<file path="src/rtl/ama_riscv_retire_trace.sv">
// Retire trace unit: classifies writeback cycles, counts them, and buffers
// retired {inst, pc, seq} records in a first-word-fall-through FIFO.
module ama_riscv_retire_trace #(
    parameter int DEPTH = 8,
    parameter int CNT_W = 32
) (
    input  logic             clk,
    input  logic             rst_n,
    input  logic             en,
    input  logic             clr_cnt,
    input  logic [31:0]      wbk_inst,
    input  logic [31:0]      wbk_pc,
    input  logic             wbk_stall,
    input  logic             trace_ready,
    output logic             trace_valid,
    output logic [31:0]      trace_inst,
    output logic [31:0]      trace_pc,
    output logic [CNT_W-1:0] trace_seq,
    output logic [CNT_W-1:0] cnt_retired,
    output logic [CNT_W-1:0] cnt_nop,
    output logic [CNT_W-1:0] cnt_flush,
    output logic [CNT_W-1:0] cnt_drop,
    output logic             overflow,
    output logic             draining
);

    localparam int IDX_W = $clog2(DEPTH);
    localparam int PTR_W = IDX_W + 1;
    localparam logic [31:0] INST_FLUSH = 32'h0000_0000;
    localparam logic [31:0] INST_NOP   = 32'h0000_0013;
    localparam logic [CNT_W-1:0] CNT_MAX = '1;

    typedef enum logic [1:0] {
        IDLE,
        TRACE,
        DRAIN
    } state_t;

    state_t state, state_nxt;

    logic [PTR_W-1:0] wr_ptr, rd_ptr, wr_ptr_nxt, rd_ptr_nxt;
    logic [31:0]      mem_inst [DEPTH];
    logic [31:0]      mem_pc   [DEPTH];
    logic [CNT_W-1:0] mem_seq  [DEPTH];

    logic fifo_empty, fifo_full, empty_nxt;
    logic push_window, qualified;
    logic is_flush, is_nop, is_retire;
    logic push, pop, drop;

    function automatic logic [CNT_W-1:0] sat_inc(input logic [CNT_W-1:0] v);
        return (v == CNT_MAX) ? v : v + CNT_W'(1);
    endfunction

    // Pointers carry one extra wrap bit so full and empty are distinguishable.
    assign fifo_empty = (wr_ptr == rd_ptr);
    assign fifo_full  = (wr_ptr[PTR_W-1] != rd_ptr[PTR_W-1]) &&
                        (wr_ptr[IDX_W-1:0] == rd_ptr[IDX_W-1:0]);

    // Capture is open in TRACE, and in IDLE on the very cycle en rises.
    assign push_window = (state == TRACE) || ((state == IDLE) && en);
    assign qualified   = push_window && en && !wbk_stall;
    assign is_flush    = qualified && (wbk_inst == INST_FLUSH);
    assign is_nop      = qualified && (wbk_inst == INST_NOP);
    assign is_retire   = qualified && !is_flush && !is_nop;

    assign pop  = !fifo_empty && trace_ready;
    assign push = is_retire && (!fifo_full || pop);
    assign drop = is_retire && fifo_full && !pop;

    assign wr_ptr_nxt = wr_ptr + {{(PTR_W-1){1'b0}}, push};
    assign rd_ptr_nxt = rd_ptr + {{(PTR_W-1){1'b0}}, pop};
    assign empty_nxt  = (wr_ptr_nxt == rd_ptr_nxt);

    assign trace_valid = !fifo_empty;
    assign trace_inst  = mem_inst[rd_ptr[IDX_W-1:0]];
    assign trace_pc    = mem_pc[rd_ptr[IDX_W-1:0]];
    assign trace_seq   = mem_seq[rd_ptr[IDX_W-1:0]];
    assign draining    = (state == DRAIN);

    always_comb begin
        state_nxt = state;
        unique case (state)
            IDLE:    if (en) state_nxt = TRACE;
            TRACE:   if (!en) state_nxt = empty_nxt ? IDLE : DRAIN;
            DRAIN: begin
                if (en)             state_nxt = TRACE;
                else if (empty_nxt) state_nxt = IDLE;
            end
            default: state_nxt = IDLE;
        endcase
    end

    // NOTE: all sequential state uses non-blocking assignments so every
    // register samples pre-edge values regardless of block ordering.
    always_ff @(posedge clk) begin
        if (!rst_n) begin
            state  <= IDLE;
            wr_ptr <= '0;
            rd_ptr <= '0;
        end else begin
            state  <= state_nxt;
            wr_ptr <= wr_ptr_nxt;
            rd_ptr <= rd_ptr_nxt;
        end
    end

    // NOTE: storage is deliberately not reset; pointers alone define validity,
    // and leaving the array reset-free lets it map onto plain RAM.
    always_ff @(posedge clk) begin
        if (rst_n && push) begin
            mem_inst[wr_ptr[IDX_W-1:0]] <= wbk_inst;
            mem_pc[wr_ptr[IDX_W-1:0]]   <= wbk_pc;
            mem_seq[wr_ptr[IDX_W-1:0]]  <= cnt_retired;
        end
    end

    // Clear wins over increments; a push in the same cycle still stamps the
    // pre-clear sequence number.
    always_ff @(posedge clk) begin
        if (!rst_n || clr_cnt) begin
            cnt_retired <= '0;
            cnt_nop     <= '0;
            cnt_flush   <= '0;
            cnt_drop    <= '0;
            overflow    <= 1'b0;
        end else begin
            if (is_retire) cnt_retired <= sat_inc(cnt_retired);
            if (is_nop)    cnt_nop     <= sat_inc(cnt_nop);
            if (is_flush)  cnt_flush   <= sat_inc(cnt_flush);
            if (drop) begin
                cnt_drop <= sat_inc(cnt_drop);
                overflow <= 1'b1;
            end
        end
    end

endmodule

</file>
<file path="config.mk">
export PLATFORM = sky130hd
export DESIGN_NAME = ama_riscv_retire_trace
export DESIGN_NICKNAME = d
export VERILOG_FILES = /design/src/rtl/ama_riscv_retire_trace.sv
export SDC_FILE = /design/constraint.sdc
export NUM_CORES = 1
export LEC_CHECK = 0
export ABC_AREA = 1
export CAP_MARGIN = 40
export CORE_UTILIZATION = 40
export CTS_CLUSTER_DIAMETER = 120
export DETAILED_ROUTE_END_ITERATION = 8
export PLACE_DENSITY = 0.61
export SYNTH_ARGS = -nofsm -noshare
export SYNTH_HDL_FRONTEND = slang
export SYNTH_SLANG_ARGS = --single-unit
</file>
<file path="constraint.sdc">
create_clock -name clk -period 7.32 [get_ports clk]
set_clock_uncertainty 0.05 [all_clocks]
set_input_delay 1.464 -clock clk [delete_from_list [all_inputs] [get_ports clk]]
set_output_delay 1.464 -clock clk [all_outputs]
set_load 0.03 [all_outputs]
</file>
==> Word level (Yosys, flattened, before mapping) <==
Memories as Yosys holds them, arrays and structs flattened. A register that Yosys moved wholly into a read port is not among the register bits.
Cells that the tools add are included.
{ "op_classes": {"reduce_logical": 30, "addsub": 6, "mux": 11, "n_eq_ne": 14, "bitwise": 4} }
{ "op_table": {"columns": ["cell", "n"], "rows": [
  ["adder 32 x 1 -> 32 bit, second input constant", 4],
  ["equality test 32 bit, second input constant", 4],
  ["equality test 32 x 5 -> 1 bit, second input constant", 1],
  ["logical NOT 32 bit", 1],
  ["logical AND 1 bit", 13],
  ["two-way mux 2 bit", 5],
  ["two-way mux 3 bit", 3],
  ["adder 4 x 1 -> 4 bit", 2],
  ["equality test 4 bit", 2],
  ["AND reduction 2 bit", 4],
  ["logical NOT 1 bit", 7],
  ["one-hot mux 2 bit (3 select lines)", 1],
  ["!= test 2 bit, second input constant", 2],
  ["NOT 1 bit", 4],
  ["equality test 3 bit", 1],
  ["logical OR 1 bit", 3],
  ["!= test 3 x 2 -> 1 bit, second input constant", 1],
  ["AND reduction 3 bit", 1],
  ["equality test 2 x 1 -> 1 bit, second input constant", 1],
  ["equality test 2 bit, second input constant", 1],
  ["logical NOT 2 bit", 1],
  ["two-way mux 1 bit", 2],
  ["!= test 1 bit", 1]
]} }
{ "totals": {"reg_bits": 139, "input_bits": 70, "out_inout_bits": 227, "word_cells": 76, "ram_bits": 768, "memories": 3} }
{ "mem_list": {"columns": ["memory", "depth", "word_bits", "rd", "rd_clocked_by_memory_dff", "write_ports", "line_no", "text"], "rows": [
  ["mem_inst", 8, 32, 1, 1, 1, "42", "logic [31:0] mem_inst [DEPTH];"],
  ["mem_pc", 8, 32, 1, 1, 1, "43", "logic [31:0] mem_pc [DEPTH];"],
  ["mem_seq", 8, 32, 1, 1, 1, "44", "logic [CNT_W-1:0] mem_seq [DEPTH];"]
]} }

==> Depth between registers and ports, before layout <==
Gate-level depths: netlist of run 1.
{ "depth": {"word_depth": 15, "mapped_depth": 14, "ltp_nobuf": 14} }

==> Worst setup path before layout of run 1 <==
No wires, ideal clock.
{ "synth_path": {"path_type": "in2reg", "start": "input port en", "end": "memory mem_inst[0][0] (enable)", "path_stages": 8, "arrival_ns": 6.330, "setup_time_ns": 0.552, "n_path_buf": 0, "path_slack_ns": 0.388, "required_time_ns": 6.718, "cell_sequence": "inv_1 > nor3_4 > inv_1 > nor2_1 > nand2_1 > nor3_1 > nand2_1 > nor2_1"} }
{ "synth_via": {"elab_chain_cells": 12, "elab_cells_between_ends": 14, "classes_between": "mux: 2; reduce/logical: 12"} }
{ "synth_rtl": {"columns": ["element", "line_no", "text"], "rows": [
  ["start: declaration", "9", "input logic en,"],
  ["logical AND 1 bit", "61", "assign push_window = (state == TRACE) || ((state == IDLE) && en);"],
  ["logical OR 1 bit", "61", null],
  ["logical AND 1 bit * (2 in series)", "62", "assign qualified = push_window && en && !wbk_stall;"],
  ["logical AND 1 bit", "63", "assign is_flush = qualified && (wbk_inst == INST_FLUSH);"],
  ["logical NOT 1 bit", "65", "assign is_retire = qualified && !is_flush && !is_nop;"],
  ["logical AND 1 bit", "65", null],
  ["logical AND 1 bit *", "65", null],
  ["logical AND 1 bit *", "68", "assign push = is_retire && (!fifo_full || pop);"],
  ["logical AND 1 bit *", "111", "if (rst_n && push) begin"],
  ["two-way mux 1 bit *", "111", null],
  ["two-way mux 1 bit (not written as such) *", "112", "mem_inst[wr_ptr[IDX_W-1:0]] <= wbk_inst;"],
  ["end: declaration", "42", null]
]} }
Every way passes the cells marked *; elsewhere a longest branch is shown, timed or not.

==> results of run 1 <==
-- path summary, 6_finish.rpt --
kind         cells past startpoint             to
max                              6  trace_seq[13]
min                              2       overflow
max reg2reg                      9  mem_pc[5][29]
min reg2reg                      2       overflow
-- worst max-delay path, delay by kind of cell (launching register included) --
| family | cells | cell delay, ns |
|---|---|---|
| flops | 1 | 0.84 |
| compound gates | 3 | 0.82 |
| buf+inv | 2 | 1.45 |
| simple gates | 1 | 0.06 |
-- metrics by stage --
| step | std cells | total power, mW | worst slack, ns |
|---|---|---|---|
| 5_1_grt | 5192 | 12.26 | 1.389 |
| 3_3_place_gp | 5007 | 7.179 | 2.115 |
| 2_1_floorplan | 3606 | 6.628 | 0.3883 |
| 4_1_cts | 5190 | 11.96 | 1.648 |
| 3_5_place_dp | 5012 | 7.195 | 2.084 |
| 6_report | 5192 | 11.83 | 1.648 |
-- logic make-up after synthesis --
kind of cell / count (synthesis)
AOI/OAI and AO/OA: 710
buffers and inverters: 299
DFF: 907
xor gates and xnor gates: 92
and+or+nand+nor: 1590
adders and majority gates: 8
-- routing by layer --
layer | routed length (um) | vias up
met2 | 47360 | 716
met5 | 8 | -
met1 | 45370 | 13205
li1 | - | 13105
met4 | 2092 | 2
met3 | 6590 | 134
-- report_power, final --
group | leakage, nW | internal (mW) | switching (mW)
Combinational | 5.07 | 0.467 | 0.967
Sequential | 8.07 | 5.60 | 0.0351
Clock | 1.51 | 2.76 | 1.99
Total | 14.6 | 8.83 | 3.00
-- cell type report --
| type | instances | area [um2] |
|---|---|---|
| fill | 8612 | 49350 |
| sequential | 907 | 25850 |
| multi-input combinational | 2400 | 11270 |
| timing repair buffer | 338 | 3443 |
| clock buffer | 125 | 2648 |
| tap | 1265 | 1583 |
| clock inverter | 53 | 450.4 |
| inverter | 102 | 402.9 |
| antenna | 2 | 5.005 |
-- sequential cells by signal, summed over array words and instances (netlist names) --
signal       count
cnt_retired     32
mem_pc         256
cnt_drop        32
state            2
cnt_flush       32
wr_ptr           4
overflow         1
mem_seq        256
rd_ptr           4
mem_inst       256
cnt_nop         32
-- cell usage in the layout, fill, tap and decap left out, types with 59 or more instances in the layout --
master	netlist	routed
sky130_fd_sc_hd__clkdlybuf4s50_1	0	296
sky130_fd_sc_hd__a31oi_1	98	98
sky130_fd_sc_hd__edfxtp_1	768	768
sky130_fd_sc_hd__nand2_1	505	505
sky130_fd_sc_hd__xor2_1	60	60
sky130_fd_sc_hd__clkbuf_16	0	101
sky130_fd_sc_hd__nand3_1	59	59
sky130_fd_sc_hd__o22ai_1	96	96
sky130_fd_sc_hd__o21ai_0	388	388
sky130_fd_sc_hd__dfxtp_1	139	137
sky130_fd_sc_hd__inv_1	95	93
sky130_fd_sc_hd__a21oi_1	125	125
sky130_fd_sc_hd__nor2_1	874	866
==> results.txt, run 1 <==
The flow ran to the end, and the final reports show no timing, DRC or antenna violations. Of the total synthesized cell area, the portion taken by XOR and XNOR cells is 2.101%. The flip-flop cell with the highest count after synthesis is sky130_fd_sc_hd__edfxtp_1. The area growth from synthesis to layout is 19.04%.

The logs give 0 for the number of gates resized after cts and 0.0001706 V for the peak supply drop. In this run the most critical hold path is launched from overflow. During synthesis, Yosys emitted a total of 0 warnings. Once the clock tree was built, the setup fixing pass inserted 0 buffers. The headroom to the max-slew limit came out at 18.16%.

The tools report the timing startpoint of the critical path as rd_ptr[0]. Number of optimization iterations in the first detailed-route pass: 5. In this run the remaining antenna-violating nets after routing total 0. The run gives 0 as the final max-slew violation count. Of the cells placed in the final design, the portion with a size suffix greater than 1 is 5.605%. Walking the worst path, the cells encountered are buf_12 -> o21ai_0 -> o22ai_1 -> nor2_1 -> a31oi_1 -> clkdlybuf4s50_1. With fillers left out, the area of the finished cells amounts to 0.04566 mm2. Clock root buffer: sky130_fd_sc_hd__clkbuf_16. The async set or reset register ratio after synthesis is 0%, and the die height is 311.7 um. By startpoint and endpoint, the worst setup path is classified as reg -> out.

For the worst setup path, the data arrival time is 4.16 ns. The post-route DRC violation count came out at 0. In this run the mean area of a mapped cell was 10.64 um2. The tools report the die outline area as 0.09713 mm2. The area of the core was 0.09501 mm2. In this run the core area contains 113 standard-cell rows.

Synthesis produced a netlist with a net count of 3684. The number of synthesized register bits was 907. The number of enable flip-flop cells after synthesis came out at 768.

Static timing analysis puts the maximum clock frequency at 0.1763 GHz. The post-synthesis cell count was 3606. In the post-synthesis netlist, the biggest area contributors are sky130_fd_sc_hd__edfxtp_1 (60%), sky130_fd_sc_hd__nor2_1 (8.6%), sky130_fd_sc_hd__dfxtp_1 (7.3%).

Sequential elements use 67.38% of the synthesized area. The biggest area contributor in the post-synthesis netlist is sky130_fd_sc_hd__edfxtp_1. The buffer depth of the longest clock path was 3.

The largest fanout on the critical path came out at 239. The cell with the most instances after synthesis was sky130_fd_sc_hd__nor2_1. The final cycle utilization of the critical path was 77.49%; the number of vias in the routed layout was 27162.

The clock drives 907 sinks. The synthesized design devotes to its leading area cell type 60.13% of total area. For the final design utilization, the log shows 48.05%. The synthesized netlist devotes 9.907% of its cell area to compound gates.

TritonCTS built the clock tree. Setup violations remaining at the end of the flow were counted as 0. The clock period minus worst slack came out at 5.672 ns. For this run, the slowest stage of the critical path takes 0.84 ns. The areal power density over the cells works out to 259.0 mW/mm2. Dominant combinational cell family by area after synthesis: simple AND/OR/NAND/NOR gates. Slew at the pin closest to its max-slew limit: 1.228 ns. In this run, the number of DRC markers left after iteration 0 of detailed routing was 2011.

The maximum number of pins on one net before global-route repair came out at 240. Ranked by instance count, the synthesized netlist is headed by sky130_fd_sc_hd__nor2_1 (874), sky130_fd_sc_hd__edfxtp_1 (768), sky130_fd_sc_hd__nand2_1 (505). Count of input and output buffers: 296.

The count of pins on the block boundary was 297. After Yosys synthesis, full adders, half adders and majority gates account for 0.2610% of the synthesized area. Dividing the detail-routed wire length by the instance count gives 19.53 um. The total length of routed wires was 101.4 mm; the final weighted congestion in routability-driven placement was 0.9070.

The total overflow left after global routing is 0. The number of antenna violations at the first check in global routing came out at 4. The worst setup path is launched from a flip-flop. Detailed placement finished with a half-perimeter wire length of 58.21 mm. The via count of the first global-routing pass is 26024, and the post-detailed-placement cell area is 0.04255 mm2.

For met2 alone, demand over resource in global routing was 33.46%. Setup repair after global routing left no endpoint under its margin. The tools report the worst hold margin as 0.4023 ns.

The analysis attributes to cell leakage a power of 14.65 nW. The logs give 4.086% for the global routing met3 resource utilization and 98 for the number of buffers inserted during clock tree synthesis. The width of the die is 311.7 um. The synthesized netlist devotes 16.95% of its cell area to simple gates.

For this configuration, the core starts out at a cell density of 40.37%. The worst register-to-register path begins at rd_ptr[1]. The H-tree was split into 3 levels. The global-route met1 utilization was 27.81%. After synthesis the cells add up to 0.03835 mm2. The count of different cell masters after synthesis is 36, and the latest clock arrival within the worst-skew pair is 0.67 ns. The layer flagged by global routing as most heavily used is met2. Global routing used 20.53% of the available tracks across all layers. The setup check on the worst reg-to-reg path leaves a slack of 3.47 ns. The mean number of vias per cell works out to 5.232. The first global-routing pass estimated 154.7 mm of wire. The tools report the number of buffers inserted for hold repair after clock tree synthesis as 0.

For this design, the slowest cell found on the critical path is sky130_fd_sc_hd__dfxtp_4. STA puts the critical path data required time at 5.81 ns. The final layout contains 3925 nets. The final hold violation count was 0.

Clock-pin slew was measured on the worst setup and hold paths at 0.06 ns. Max-cap violations in this run came to 0. The worst setup path is captured at a primary output. The mux contribution to synthesized area was 0%. The path class of the tightest hold or removal check is reg -> reg.

Summed over all failing endpoints, the final setup total negative slack is 0 ns.
No activity file was read; power rests on OpenSTA's default activity.
==> run 2, diff against run 1 <==
==> constraint.sdc (replaced) <==
create_clock -name clk -period 4.9 [get_ports clk]
set_clock_uncertainty 0.05 [all_clocks]
set_input_delay 0.98 -clock clk [delete_from_list [all_inputs] [get_ports clk]]
set_output_delay 0.98 -clock clk [all_outputs]
set_load 0.03 [all_outputs]
==> run 2 against run 1 <==
  * Cell count rose by 0.67%
  * Via count increased by 0.59%
  * Die area is the same
  * Cell area is 0.78% higher
  * Largest cell class unchanged
  * Non-clock buffer count grew 34
  * First-iteration DRC count rose by 6.7%
  * Clock-buffer cell count shrank 3
  * Routed wire length fell by 0.18%
==> results.txt, run 2 (synthesized netlist as in run 1, its figures left out) <==
The flow ran to the end, and the final reports show no timing, DRC or antenna violations. Traced cell by cell, the critical path runs through buf_4 -> o21ai_0 -> o22ai_1 -> nor2_1 -> a31oi_1 -> clkdlybuf4s50_1. The slew at the pin closest to its max-slew limit was 0.8086 ns (-0.4190 ns); the final weighted congestion in routability-driven placement was 0.9152 (+0.90%). The run gives 45.80% (+28 points) as the headroom to the max-slew limit.

In this run the most used layer during global routing was met2. For this run, the top clock speed supported by timing is 0.2136 GHz. The run gives 5227 (+0.67%) as the number of standard cells in the final layout excluding fillers. The initial core utilization is 40.37% (unchanged). The run gives 0 (unchanged) as the total of max-cap violations. The ratio of cells with drive above 1 in the final layout works out to 6.416% (+0.81 points).

The number of buffers inserted during clock tree synthesis came out at 96 (-2.0%). The leakage power summed over all cells came out at 14.80 nW (+1.0%). The min-delay analysis places its worst path in the category reg -> reg. The library cell used most frequently in the layout, excluding fill and tap cells, is sky130_fd_sc_hd__nor2_1. The logs give 0.09713 mm2 (unchanged) for the die outline area and 5 (unchanged) for the number of optimization iterations in the first detailed-route pass. The width of the die was 311.7 um (unchanged); the clock period minus worst slack was 4.682 ns. The post-route DRC violation count was 0 (unchanged). Worst setup path category: reg -> out.

The number of antenna-violating nets in the routed design came out at 0 (unchanged). The average wire length per cell after detail routing works out to 19.37 um (-0.85%). The run gives 0.0003331 V (+95%) as the peak supply drop. The tree is rooted in a sky130_fd_sc_hd__clkbuf_16.

Aggregate global routing overflow: 0 (unchanged). TritonCTS built the clock tree. The critical path's largest stage delay was 0.78 ns (-0.06 ns); the area of the core was 0.09501 mm2 (unchanged). Layout overhead on the synthesized area: 19.96%. The tools report the final net count as 3957 (+0.82%).

The number of vias in the routed layout was 27321 (+0.59%); the largest fanout on the critical path was 64 (-73%). The worst setup path is captured at a primary output. The final hold violation count is 0 (unchanged). The clock-pin transition on the worst setup and hold timing paths is 0.06 ns (about the same).

The logs give 61.16 mm (+5.1%) for the final HPWL from detailed placement and 0.68 ns (about the same) for the latest clock arrival within the worst-skew pair. The fraction of met2 tracks used by global routing is 33.42% (-0.046 points). The row count came out at 113 (unchanged). The global-route met1 utilization was 27.90% (+0.090 points); the final cycle utilization of the critical path was 95.56%.

The data arrival time of the critical path is 3.65 ns (-0.51 ns). Deepest level of the CTS H-tree: 3 (unchanged). Data required time at the worst endpoint: 3.87 ns (-1.94 ns). The number of setup violations in the final report is 0 (unchanged). The total length of routed wires was 101.2 mm (-0.18%); the sink count of the clock tree was 907 (unchanged). The tools report the first-pass GRT wire length as 156.0 mm (+0.85%).

The logs give 120 (-50%) for the maximum number of pins on one net before global-route repair and 2145 (+6.7%) for the initial detailed-routing violation count. The worst hold margin is 0.4086 ns (+0.006386 ns). The areal power density over the cells is 383.2 mW/mm2 (+48%).

The die height was 311.7 um (unchanged). The largest individual stage delay along the critical path comes from the cell sky130_fd_sc_hd__dfxtp_4. Setup repair after global routing left no endpoint under its margin. The number of buffers inserted for hold repair after clock tree synthesis was 0 (unchanged). The overall fraction of global-route tracks in use is 20.53% (about the same). The global routing met3 resource utilization came out at 4.359% (+0.27 points). For the count of placed standard cells including taps, the log shows 5046 (+0.68%). The logs give 26136 (+0.43%) for the via count of the first global-routing pass and 8581 (-0.36%) for the count of fill cells added during filler insertion.

The count of input and output buffers came out at 296 (unchanged). The final max-slew violation count was 0 (unchanged); the number of antenna violations at the first check in global routing was 2 (-2). STA classifies the critical path startpoint as a flip-flop. The buffer depth of the longest clock path is 3 (unchanged), and the count of pins on the block boundary is 297 (unchanged).

In the layout the commonest cells are sky130_fd_sc_hd__nor2_1 (866), sky130_fd_sc_hd__edfxtp_1 (768), sky130_fd_sc_hd__nand2_1 (505). The mean number of vias per cell is 5.227 (about the same).
-- run 2: cell types whose count changed in the layout (fill, tap and decap cells not counted), moves of 2 or more --
cell | previous run | this run
sky130_fd_sc_hd__clkinv_2 | 14 | 17
sky130_fd_sc_hd__inv_6 | 5 | 3
sky130_fd_sc_hd__buf_16 | 2 | 0
sky130_fd_sc_hd__inv_16 | 0 | 2
sky130_fd_sc_hd__clkinv_16 | 1 | 5
sky130_fd_sc_hd__clkinvlp_4 | 2 | 4
sky130_fd_sc_hd__buf_4 | 30 | 54
sky130_fd_sc_hd__buf_12 | 10 | 22
sky130_fd_sc_hd__clkinv_4 | 3 | 1
sky130_fd_sc_hd__clkbuf_16 | 101 | 96
-- run 2: worst max-delay path: cells and delay by family, from the launching register on --
kind                   cells  cell delay (ns)
buffers and inverters      2             1.42
DFF                        1             0.78
AOI/OAI and AO/OA          3             0.65
and+or+nand+nor            1             0.05
-- run 2: final timing paths --
kind / startpoint / to / slack (ns) / cells past startpoint
min: overflow / overflow / 0.41 / 2
max: rd_ptr[0] / trace_inst[28] / 0.22 / 6
max reg2reg: rd_ptr[1] / mem_pc[1][3] / 1.57 / 9
min reg2reg: overflow / overflow / 0.41 / 2
-- run 2: what timing repair did --
item,in CTS,in global routing
setup endpoints to repair,0,9
buffers inserted,0,0
gates resized for setup,0,2
endpoints found under the hold margin,0,0
-- run 2: per-layer routing --
| metal | part of all wire (%) | vias to the layer above | routed length, um |
|---|---|---|---|
| li1 | - | 13176 | - |
| met1 | 44 | 13270 | 44640 |
| met2 | 47 | 743 | 47950 |
| met3 | 6.4 | 128 | 6463 |
| met4 | 2.1 | 4 | 2151 |
| met5 | 0.031 | - | 31 |
-- run 2: metrics by stage --
step	utilization, %	instance area, um2	power, mW	setup slack, ns	TNS (ns)
after floorplan	-	38350	9.902	-1.548	-1188.61
after global placement	45.17	42920	10.78	0.7518	0
final	48.43	46010	17.63	0.2177	0
after global routing	48.42	46000	18.24	0.04984	0
after CTS	48.41	46000	17.80	0.1036	0
after detailed placement	45.17	42920	10.79	0.7160	0
-- run 2: area by class of cell --
cell class	instances	area [um2]	share of cell area, %
Tap cell	1265	1583	3.440
Multi-Input combinational cell	2400	11270	24.50
Sequential cell	907	25850	56.19
Timing Repair Buffer	372	3809	8.278
Clock inverter	56	535.5	1.164
Inverter	102	411.6	0.8947
Clock buffer	122	2540	5.520
Antenna cell	3	7.507	0.01632
-- run 2: where the power goes --
part / leakage [nW] / internal, mW / switching [mW]
logic: 5.25 / 0.728 / 1.46
registers: 8.07 / 8.37 / 0.0499
clock network: 1.49 / 3.97 / 3.06
==> run 3, diff against run 2 <==
--- a/config.mk
+++ b/config.mk
@@ -8,7 +8,6 @@
 export ABC_AREA = 1
 export CAP_MARGIN = 40
 export CORE_UTILIZATION = 40
-export CTS_CLUSTER_DIAMETER = 120
 export DETAILED_ROUTE_END_ITERATION = 8
 export PLACE_DENSITY = 0.61
 export SYNTH_ARGS = -nofsm -noshare
==> results of run 3 <==
No change in the layout: final DEF, timing and power equal those of run 2.
